==> src/rtl/matrix_grad_backprop.sv <==
// ============================================================================
// Module   : matrix_grad_backprop
// Purpose  : Sequential grad_a = grad_out x B^T, one signed fixed-point MAC/cycle
// Revision : 1.0
// ============================================================================
`default_nettype none

module matrix_grad_backprop #(
  parameter int M    = 2,
  parameter int N    = 2,
  parameter int K    = 2,
  parameter int W    = 16,
  parameter int FRAC = 8
) (
  input  logic             clk,
  input  logic             reset,
  input  logic             enable,
  input  logic [M*N*W-1:0] grad_out,
  input  logic [K*N*W-1:0] matrix_b,
  output logic             busy,
  output logic             done,
  output logic [M*K*W-1:0] grad_a
);

  localparam int IW = (M > 1) ? $clog2(M) : 1;
  localparam int JW = (K > 1) ? $clog2(K) : 1;
  localparam int KW = (N > 1) ? $clog2(N) : 1;
  localparam int AW = 2 * W + $clog2(N) + 1;

  localparam logic [IW-1:0] c_i_last = IW'(M - 1);
  localparam logic [JW-1:0] c_j_last = JW'(K - 1);
  localparam logic [KW-1:0] c_k_last = KW'(N - 1);

  localparam logic signed [AW-1:0] c_half = AW'(64'd1 << (FRAC - 1));
  localparam logic signed [AW-1:0] c_max  = AW'((64'sd1 <<< (W - 1)) - 64'sd1);
  localparam logic signed [AW-1:0] c_min  = ~c_max;

  typedef enum logic [0:0] {
    S_IDLE = 1'b0,
    S_RUN  = 1'b1
  } state_t;

  state_t                 r_state;
  logic signed [W-1:0]    r_g   [M][N];
  logic signed [W-1:0]    r_b   [K][N];
  logic signed [W-1:0]    r_res [M][K];
  logic [IW-1:0]          r_i;
  logic [JW-1:0]          r_j;
  logic [KW-1:0]          r_k;
  logic signed [AW-1:0]   r_acc;

  logic signed [W-1:0]    w_gsel;
  logic signed [W-1:0]    w_bsel;
  logic signed [2*W-1:0]  w_prod;
  logic signed [AW-1:0]   w_sum;
  logic signed [AW-1:0]   w_shift;
  logic signed [W-1:0]    w_sat;
  logic signed [W-1:0]    w_res_next [M][K];
  logic [M*K*W-1:0]       w_packed;
  logic                   w_k_last;
  logic                   w_last_elem;

  assign w_gsel  = r_g[r_i][r_k];
  assign w_bsel  = r_b[r_j][r_k];
  assign w_prod  = (2 * W)'(w_gsel) * (2 * W)'(w_bsel);
  assign w_sum   = r_acc + AW'(w_prod);
  // Round half toward +inf, then arithmetic shift back to Q format
  assign w_shift = (w_sum + c_half) >>> FRAC;
  assign w_sat   = (w_shift > c_max) ? c_max[W-1:0] :
                   (w_shift < c_min) ? c_min[W-1:0] : w_shift[W-1:0];

  assign w_k_last    = (r_k == c_k_last);
  assign w_last_elem = w_k_last && (r_j == c_j_last) && (r_i == c_i_last);

  always_comb begin
    w_res_next = r_res;
    w_res_next[r_i][r_j] = w_sat;
  end

  for (genvar gi = 0; gi < M; gi++) begin : g_pack_row
    for (genvar gj = 0; gj < K; gj++) begin : g_pack_col
      assign w_packed[(gi*K+gj)*W +: W] = w_res_next[gi][gj];
    end
  end

  always_ff @(posedge clk) begin
    if (reset) begin
      r_state <= S_IDLE;
      r_i     <= '0;
      r_j     <= '0;
      r_k     <= '0;
      r_acc   <= '0;
      busy    <= 1'b0;
      done    <= 1'b0;
      grad_a  <= '0;
      for (int r = 0; r < M; r++) begin
        for (int c = 0; c < N; c++) r_g[r][c] <= '0;
        for (int c = 0; c < K; c++) r_res[r][c] <= '0;
      end
      for (int r = 0; r < K; r++) begin
        for (int c = 0; c < N; c++) r_b[r][c] <= '0;
      end
    end else begin
      done <= 1'b0;
      case (r_state)
        S_IDLE: begin
          if (enable) begin
            for (int r = 0; r < M; r++) begin
              for (int c = 0; c < N; c++) r_g[r][c] <= grad_out[(r*N+c)*W +: W];
            end
            for (int r = 0; r < K; r++) begin
              for (int c = 0; c < N; c++) r_b[r][c] <= matrix_b[(r*N+c)*W +: W];
            end
            r_i     <= '0;
            r_j     <= '0;
            r_k     <= '0;
            r_acc   <= '0;
            busy    <= 1'b1;
            r_state <= S_RUN;
          end
        end
        S_RUN: begin
          if (!w_k_last) begin
            r_acc <= w_sum;
            r_k   <= r_k + KW'(1);
          end else begin
            r_res <= w_res_next;
            r_acc <= '0;
            r_k   <= '0;
            if (r_j == c_j_last) begin
              r_j <= '0;
              r_i <= r_i + IW'(1);
            end else begin
              r_j <= r_j + JW'(1);
            end
            // The done cycle doubles as idle so back-to-back jobs need no gap
            if (w_last_elem) begin
              grad_a  <= w_packed;
              done    <= 1'b1;
              busy    <= 1'b0;
              r_i     <= '0;
              r_state <= S_IDLE;
            end
          end
        end
        default: r_state <= S_IDLE;
      endcase
    end
  end

endmodule

`default_nettype wire

==> config.mk <==
export PLATFORM = sky130hd
export DESIGN_NAME = matrix_grad_backprop
export DESIGN_NICKNAME = d
export VERILOG_FILES = /design/src/rtl/matrix_grad_backprop.sv
export SDC_FILE = /design/constraint.sdc
export NUM_CORES = 1
export LEC_CHECK = 0
export CAP_MARGIN = 20
export CORE_ASPECT_RATIO = 0.9
export CORE_MARGIN = 10
export CORE_UTILIZATION = 45
export DETAILED_ROUTE_END_ITERATION = 12
export GPL_TIMING_DRIVEN = 0
export PLACE_DENSITY = 0.65
export RECOVER_POWER = 25
export SLEW_MARGIN = 25
export SYNTH_ARGS = -nofsm -noshare
export SYNTH_HDL_FRONTEND = slang
export SYNTH_SLANG_ARGS = --single-unit
==> constraint.sdc <==
create_clock -name clk -period 17.1 [get_ports clk]
set_clock_uncertainty 0.1 [all_clocks]
set_input_delay 1.71 -clock clk [delete_from_list [all_inputs] [get_ports clk]]
set_output_delay 1.71 -clock clk [all_outputs]
set_load 0.03 [all_outputs]
==> reports/results.txt, run 1 <==
hold path cells -> 2
die area -> 62000 um2
Initial DRT Pass Iterations -> 5
Synth area leader -> fa_1
most frequent cell after synthesis -> inv_1
synthesized area -> 23600 um2
minimum clock period -> 11.85 ns
Avg Inst Size Synth -> 9.69 um2
synth top area cells -> fa_1 26%, edfxtp_1 16%, dfxtp_1 13%, inv_1 5.8%, ha_1 5.5%
HPWL after DPL -> 57.0 mm
Clock Path Buffers -> 3
num rows -> 79
synth unique cells -> 88
maxcap violations -> 0
status -> complete, no violations
NumNets Final -> 3208
Clock Sinks -> 282
Final Max Slew Viols -> 0
CP max FO -> 10
I/O Buffers -> 195
IO Pins -> 197
vias in the first global route -> 19.3k
Critical Path AT -> 12.25 ns
antenna violations before repair -> 0
Most common cell on crit path -> fa_1
Final ANT Viol Nets -> 0
FFs w/ async S/R, synth -> 0%
CP endpoint kind -> flop
Die W -> 261 um
number of synthesized register bits -> 282
Worst-Margin Slew -> 1.09 ns
ys flop type -> dfxtp_1
TritonCTS clock tree -> yes
Peak Freq -> 84.4 MHz
GRT Resource Usage Total -> 22.8%
iteration-0 DRC count of the detailed router -> 1437
Via Count -> 18.5k
max_slew headroom -> 26.8%
Max stage delay on crit path -> 0.95 ns
required time of the worst setup path -> 17.50 ns
Syn Nets -> 2975
Sum Neg Setup Slack -> 0 ns
Hold-fix buffers, CTS -> 0
Die H -> 237 um
top cell type's share of synthesized area -> 25.9%
RD Place Congestion -> 0.939
yosys warns -> 0
worst reg2reg path depth -> 30
post-synthesis sequential area ratio -> 29.3%
clock latency on the worst-skew pair -> 0.56 ns
routed wire length -> 69.2 mm
starting density of the core -> 45.6%
EDFF count, synth -> 128
Synth top cells by count -> 365 x inv_1, 321 x nand2_1, 305 x fa_1, 177 x nor2_1, 154 x dfxtp_1
total grt overflow -> 0
register area -> 6930 um2
layout cells sized above 1 -> 5.13%
Final Hold Vio Count -> 0
CP startpoint kind -> flop
CP max-delay cell -> a311oi_1
Layout area overhead -> 16.9%
RSZ-0062 raised after global routing -> no
Post-Syn Instances -> 2436
vias per cell -> 5.49
Worst-path clk slew -> 0.06 ns
area occupied by multi-input gates -> 14700 um2
global-route wire length before repair -> 109 mm
H-tree depth -> 2
period utilization -> 69.3%
drt drc -> 0
setup violators final -> 0
largest net degree at the start of global routing -> 57
Hold Path Class -> reg2reg
WL/cell -> 20.5 um
cts repair resizes -> 0
Fillers -> 4705
root buffer cell -> clkbuf_16
core area -> 51800 um2
Post-CTS Setup Inserts -> 0
Crit Path Category -> reg2reg
CTS Buf Count -> 34
-- registers in the layout, indices dropped and copies added (netlist names), named ones only --
name	count
grad_a	64
r_state	1
done	1
r_acc	34
r_j	1
r_g	64
busy	1
r_b	64
r_res	48
r_k	1
r_i	1
-- through the flow --
step | instance area [um2] | instances | hold WS (ns) | util (%) | setup slack (ns)
after global routing | 27600 | 3380 | 0.371 | 53.3 | 4.61
final | 27600 | 3381 | 0.341 | 53.3 | 5.25
after detailed placement | 26500 | 3321 | 0.340 | 51.1 | 5.18
after global placement | 26400 | 3319 | 0.342 | 51.0 | 5.30
after CTS | 27600 | 3380 | 0.349 | 53.2 | 5.13
after floorplan | 23600 | 2436 | 0.332 | - | 7.93
-- layout make-up --
class / count / area share, %
sequential: 282 / 25.1
inverter: 366 / 4.99
tap: 688 / 3.12
clock buffer: 40 / 3.17
multi-input combinational: 1642 / 53.3
antenna: 1 / 0.00907
buffer: 146 / 2.20
clock inverter: 19 / 0.844
timing repair buffer: 197 / 7.28
-- layout by cell type (no fill, tap or decap), types with 20 or more instances in the layout --
| cell type | count |
|---|---|
| inv_1 | 365 |
| nand2_1 | 321 |
| fa_1 | 305 |
| nor2_1 | 177 |
| dfxtp_1 | 154 |
| clkdlybuf4s50_1 | 153 |
| and3_1 | 136 |
| edfxtp_1 | 128 |
| clkbuf_1 | 122 |
| ha_1 | 103 |
| a21oi_1 | 96 |
| dlygate4sd3_1 | 42 |
| and2_1 | 41 |
| a22oi_1 | 37 |
| xnor2_1 | 34 |
| clkbuf_16 | 34 |
| o211ai_1 | 28 |
| mux2i_1 | 26 |
| o21ai_0 | 26 |
| nand3_1 | 22 |
| o311ai_1 | 20 |
-- per-layer routing --
metal  global-route usage, %  part of all wire (%)  up-vias  routed length, um
li1                        -                     -     8454                  -
met1                    30.1                    42     9440              29200
met2                    36.8                    47      570              32700
met3                    5.63                   8.1       83               5580
met4                    6.02                   2.6        0               1790
met5                       0                     0        -                  0
-- worst paths after layout --
| kind | from | end | slack [ns] |
|---|---|---|---|
| min | grad_a[63] | grad_a[63] | 0.34 |
| max reg2reg | r_k | r_res[29] | 5.25 |
| max | r_k | r_res[29] | 5.25 |
| min reg2reg | grad_a[63] | grad_a[63] | 0.34 |
-- critical path: cells and delay by family (launching register included) --
family | cells | cell delay, ns
fa+ha+maj | 7 | 3.45
buf+inv | 9 | 3.26
flops | 1 | 0.31
compound gates | 8 | 2.73
simple gates | 6 | 1.91
-- cells by family (layout without fill, tap and decap cells) --
group                      Yosys count  in the layout  synth area share, %
muxes                               58             58                 3.25
adders and majority gates          408            408                 31.3
other                                0              1                    0
and+or+nand+nor                    800            800                 16.2
DFF                                282            282                 29.3
AOI/OAI and AO/OA                  325            325                 9.54
buffers and inverters              512            768                 8.40
xor gates and xnor gates            51             51                 1.97
Power of run 1 is left out: the tool's default activity adds up to more than one toggle a clock period on the data nets, which glitch-free logic cannot reach.
==> run 2: changes to the inputs <==
--- a/config.mk
+++ b/config.mk
@@ -11,7 +11,7 @@
 export CORE_UTILIZATION = 45
 export DETAILED_ROUTE_END_ITERATION = 12
 export GPL_TIMING_DRIVEN = 0
-export PLACE_DENSITY = 0.65
+export PLACE_DENSITY = 0.68
 export RECOVER_POWER = 25
 export SLEW_MARGIN = 25
 export SYNTH_ARGS = -nofsm -noshare
==> constraint.sdc (replaced) <==
create_clock -name clk -period 9.6 [get_ports clk]
set_clock_uncertainty 0.1 [all_clocks]
set_input_delay 0.96 -clock clk [delete_from_list [all_inputs] [get_ports clk]]
set_output_delay 0.96 -clock clk [all_outputs]
set_load 0.03 [all_outputs]
==> reports/results.txt, run 2 (synthesized netlist as in run 1, its figures left out) <==
hold endpoint -> grad_a[5] (was grad_a[63])
most used routing layer in global routing -> met2 (unchanged)
hold path cells -> 2 (unchanged)
Hold Path Class -> reg2reg (unchanged)
commonest cells after routing, fill and taps aside -> 364 x inv_1, 321 x nand2_1, 302 x fa_1 (was 365 x inv_1, 321 x nand2_1, 305 x fa_1)
met3 usage -> 5.37% (was 5.63%)
die area -> 62000 um2 (unchanged)
global-route wire length before repair -> 111 mm (was 109 mm)
Final Max Slew Viols -> 0 (unchanged)
Die W -> 261 um (unchanged)
Worst-Margin Slew -> 1.01 ns (was 1.09 ns)
Reg2Reg Setup Slack -> 0.28 ns (was 5.25 ns)
Clock Path Buffers -> 3 (unchanged)
period utilization -> 97.1% (was 69.3%)
CP endpoint kind -> flop (unchanged)
clock latency on the worst-skew pair -> 0.60 ns (was 0.56 ns)
required time of the worst setup path -> 9.99 ns (was 17.50 ns)
num rows -> 79 (unchanged)
GR Util met2 -> 37.9% (was 36.8%)
routed wire length -> 70.9 mm (was 69.2 mm)
met1 usage -> 30.4% (was 30.1%)
total grt overflow -> 0 (unchanged)
Clock Sinks -> 282 (unchanged)
Critical Path AT -> 9.71 ns (was 12.25 ns)
NumNets Final -> 3240 (was 3208)
layout cells sized above 1 -> 10.3% (was 5.13%)
vias per cell -> 5.47 (was 5.49)
r2r endpoint -> r_res[59] (was r_res[29])
max_slew headroom -> 32.4% (was 26.8%)
antenna violations before repair -> 1 (was 0)
HPWL after DPL -> 57.7 mm (was 57.0 mm)
Final ANT Viol Nets -> 0 (unchanged)
setup violators final -> 0 (unchanged)
worst reg2reg path depth -> 34 (was 30)
CP max FO -> 10 (unchanged)
core area -> 51800 um2 (unchanged)
status -> complete, no violations (unchanged)
# placed instances -> 3321 (unchanged)
Worst path top cell family by delay -> adder cells (unchanged)
Worst-path clk slew -> 0.06 ns (about the same)
Via Count -> 18.7k (was 18.5k)
Hold-fix buffers, CTS -> 0 (unchanged)
Die H -> 237 um (unchanged)
Crit Path Category -> reg2reg (unchanged)
Final Hold Vio Count -> 0 (unchanged)
CP max-delay cell -> fa_1 (was a311oi_1)
RD Place Congestion -> 0.900 (was 0.939)
CP startpoint kind -> flop (unchanged)
drt drc -> 0 (unchanged)
hold path startpoint -> grad_a[5] (was grad_a[63])
I/O Buffers -> 195 (unchanged)
H-tree depth -> 1 (was 2)
GRT Resource Usage Total -> 23.1% (was 22.8%)
iteration-0 DRC count of the detailed router -> 1491 (was 1437)
most common cell after layout, fill and taps aside -> inv_1 (unchanged)
maxcap violations -> 0 (unchanged)
CTS Buf Count -> 31 (was 34)
Most common cell on crit path -> fa_1 (unchanged)
Non-Filler Instances -> 3415 (was 3381)
biggest regs -> grad_a x64, r_b x64, r_g x64 (unchanged)
Fillers -> 4643 (was 4705)
WL/cell -> 20.8 um (was 20.5 um)
minimum clock period -> 9.32 ns (was 11.85 ns)
Peak Freq -> 107 MHz (was 84.4 MHz)
Layout area overhead -> 20.1% (was 16.9%)
Buf+Inv Stages, Crit Path -> 12 (was 9)
IO Pins -> 197 (unchanged)
vias in the first global route -> 19.5k (was 19.3k)
largest net degree at the start of global routing -> 56 (was 57)
starting density of the core -> 45.6% (unchanged)
Max stage delay on crit path -> 0.54 ns (was 0.95 ns)
root buffer cell -> clkbuf_16 (unchanged)
Initial DRT Pass Iterations -> 6 (was 5)
TritonCTS clock tree -> yes (unchanged)
[run 2: cell types whose count changed in the layout (fill, tap and decap cells not counted), sizes merged]
cell | before | now
buf | 31 | 85
inv | 372 | 369
bufinv | 3 | 2
dlygate4sd3 | 42 | 18
clkbuf | 157 | 140
clkinv | 9 | 7
clkinvlp | 1 | 4
clkdlybuf4s50 | 153 | 177
[run 2: cell type report]
type	count	area, um2	area share, %
Buffer	135	676	2.38
Inverter	366	1380	4.87
Multi-Input combinational cell	1642	15100	53.3
Timing Repair Buffer	243	2340	8.27
Antenna cell	1	2.50	0.00882
Tap cell	688	861	3.04
Clock inverter	16	161	0.569
Sequential cell	282	6930	24.4
Clock buffer	42	880	3.10
[run 2: worst max-delay path by stage]
stage,from,end,slack [ns],cells past startpoint
2_1_floorplan,flop,r_res[21],0.43,31
3_3_place_gp,r_k,r_res[29],-2.11,31
3_5_place_dp,r_k,r_res[29],-2.24,31
4_1_cts,flop,r_res[59],0.009,30
5_1_grt,r_k,r_res[24],-0.03,29
6_report,flop,r_res[59],0.28,34
[run 2: per-stage QoR]
| step | worst slack, ns | area, um2 | TNS (ns) | utilization (%) | hold WS, ns |
|---|---|---|---|---|---|
| after global routing | -0.0291 | 28400 | -0.140 | 54.7 | 0.381 |
| final | 0.280 | 28400 | 0 | 54.8 | 0.354 |
| after global placement | -2.11 | 26400 | -129.32 | 51.0 | 0.347 |
| after floorplan | 0.430 | 23600 | 0 | - | 0.332 |
| after CTS | 0.00906 | 27900 | 0 | 53.8 | 0.356 |
| after detailed placement | -2.24 | 26500 | -137.81 | 51.1 | 0.348 |
[run 2: repair_timing]
item,4_1_cts,5_1_grt
buffers inserted,14,32
gates resized for setup,98,81
endpoints found under the setup margin,71,64
pin swaps,5,16
[run 2: worst min-delay path: stages (launching register included)]
cell	delay (ns)
dfxtp_1	0.31
nand2_1	0.05
a21oi_1	0.05
[run 2: per-layer routing]
| layer | share of wire [%] | wire [um] | vias up |
|---|---|---|---|
| li1 | - | - | 8531 |
| met1 | 42 | 29800 | 9489 |
| met2 | 48 | 33800 | 572 |
| met3 | 7.9 | 5620 | 92 |
| met4 | 2.3 | 1630 | 0 |
| met5 | 0 | 0 | - |
Power of run 2 is left out for the same reason.
==> run 3: changes to the inputs <==
--- a/config.mk
+++ b/config.mk
@@ -6,12 +6,14 @@
 export NUM_CORES = 1
 export LEC_CHECK = 0
 export CAP_MARGIN = 20
+export CELL_PAD_IN_SITES_DETAIL_PLACEMENT = 1
+export CELL_PAD_IN_SITES_GLOBAL_PLACEMENT = 2
 export CORE_ASPECT_RATIO = 0.9
 export CORE_MARGIN = 10
-export CORE_UTILIZATION = 45
+export CORE_UTILIZATION = 35
 export DETAILED_ROUTE_END_ITERATION = 12
 export GPL_TIMING_DRIVEN = 0
-export PLACE_DENSITY = 0.68
+export PLACE_DENSITY = 0.8
 export RECOVER_POWER = 25
 export SLEW_MARGIN = 25
 export SYNTH_ARGS = -nofsm -noshare
==> reports/results.txt, run 3 (synthesized netlist as in run 1, its figures left out) <==
Via Count -> 18.9k (was 18.7k)
total grt overflow -> 0 (unchanged)
largest net degree at the start of global routing -> 52 (was 56)
CTS Buf Count -> 34 (was 31)
NumNets Final -> 3243 (was 3240)
commonest cells after routing, fill and taps aside -> 364 x inv_1, 319 x nand2_1, 302 x fa_1 (was 364 x inv_1, 321 x nand2_1, 302 x fa_1)
Clock Path Buffers -> 3 (unchanged)
Core Util, Final -> 43.0% (was 54.8%)
period utilization -> 97.2% (was 97.1%)
global-route wire length before repair -> 126 mm (was 111 mm)
root buffer cell -> clkbuf_16 (unchanged)
H-tree depth -> 2 (was 1)
Crit Path Category -> reg2reg (unchanged)
die area -> 78200 um2 (was 62000 um2)
Layout area overhead -> 21.7% (was 20.1%)
layout cells sized above 1 -> 10.7% (was 10.3%)
maxcap violations -> 0 (unchanged)
Final Max Slew Viols -> 0 (unchanged)
drt drc -> 0 (unchanged)
TritonCTS clock tree -> yes (unchanged)
Worst-path clk slew -> 0.06 ns (about the same)
RD Place Congestion -> 0.884 (was 0.900)
Die W -> 294 um (was 261 um)
CP max FO -> 10 (unchanged)
status -> complete, no violations (unchanged)
Sum Neg Setup Slack -> 0 ns (unchanged)
Final ANT Viol Nets -> 0 (unchanged)
starting density of the core -> 35.3% (was 45.6%)
minimum clock period -> 9.33 ns (was 9.32 ns)
Worst-Margin Slew -> 1.04 ns (was 1.01 ns)
Hold Path Class -> reg2reg (unchanged)
I/O Buffers -> 195 (unchanged)
Initial DRT Pass Iterations -> 5 (was 6)
CP max-delay cell -> or4_4 (was fa_1)
clock latency on the worst-skew pair -> 0.56 ns (was 0.60 ns)
num rows -> 90 (was 79)
Most common cell on crit path -> fa_1 (unchanged)
HPWL after DPL -> 66.9 mm (was 57.7 mm)
required time of the worst setup path -> 9.94 ns (was 9.99 ns)
routed wire length -> 82.1 mm (was 70.9 mm)
most common cell after layout, fill and taps aside -> inv_1 (unchanged)
Clock Sinks -> 282 (unchanged)
CP startpoint kind -> flop (unchanged)
WL/cell -> 22.8 um (was 20.8 um)
biggest regs -> grad_a x64, r_b x64, r_g x64 (unchanged)
Peak Freq -> 107 MHz (about the same)
iteration-0 DRC count of the detailed router -> 1188 (was 1491)
Final Hold Vio Count -> 0 (unchanged)
Non-Filler Instances -> 3603 (was 3415)
vias in the first global route -> 20.9k (was 19.5k)
antenna violations before repair -> 5 (was 1)
# placed instances -> 3507 (was 3321)
CP endpoint kind -> flop (unchanged)
Max stage delay on crit path -> 0.58 ns (was 0.54 ns)
setup violators final -> 0 (unchanged)
vias per cell -> 5.25 (was 5.47)
max_slew headroom -> 30.7% (was 32.4%)
Critical Path AT -> 9.67 ns (was 9.71 ns)
IO Pins -> 197 (unchanged)
GRT Resource Usage Total -> 21.1% (was 23.1%)
Die H -> 266 um (was 237 um)
core area -> 66900 um2 (was 51800 um2)
[run 3: worst max-delay path, delay by kind of cell, from the launching register on]
family	cells	cell delay, ns
adders and majority gates	7	3.42
and+or+nand+nor	6	1.89
AOI/OAI and AO/OA	8	1.85
buffers and inverters	8	1.25
DFF	1	0.42
muxes	1	0.29
[run 3: per-stage QoR]
step | hold slack (ns) | setup slack (ns) | instance area, um2
after floorplan | 0.332 | 0.430 | 23600
after global placement | 0.347 | -2.30 | 26600
after detailed placement | 0.347 | -2.54 | 26700
after CTS | 0.356 | 0.0152 | 28300
after global routing | 0.379 | -0.0620 | 28700
final | 0.349 | 0.269 | 28700
[run 3: worst paths after layout]
kind	to	cells after the start	slack, ns	startpoint
worst max-delay path	r_res[57]	30	0.27	flop
worst min-delay path	grad_a[6]	2	0.35	grad_a[6]
worst max register to register	r_res[57]	30	0.27	flop
worst min register to register	grad_a[6]	2	0.35	grad_a[6]
[run 3: timing repair]
item | in CTS | in global routing
resized for setup | 131 | 69
buffers inserted | 18 | 31
hold buffers | 0 | 0
setup endpoints to repair | 76 | 63
pin swaps | 10 | 15
hold endpoints to repair | 0 | 0
[run 3: area by class of cell]
class	instances	area, um2
Sequential cell	282	6930
Buffer	132	689
Clock inverter	17	106
Tap cell	874	1090
Fill cell	7541	38200
Antenna cell	2	5.00
Clock buffer	42	891
Multi-Input combinational cell	1642	15200
Timing Repair Buffer	246	2400
Inverter	366	1380
[run 3: layer usage]
metal / up-vias / wire [um] / global-route usage [%]
met4: 0 / 1780 / 5.04
met5: - / 0 / 0
li1: 8527 / - / -
met2: 448 / 39400 / 35.0
met1: 9843 / 35600 / 28.4
met3: 91 / 5310 / 3.71
Power of run 3 is left out for the same reason.
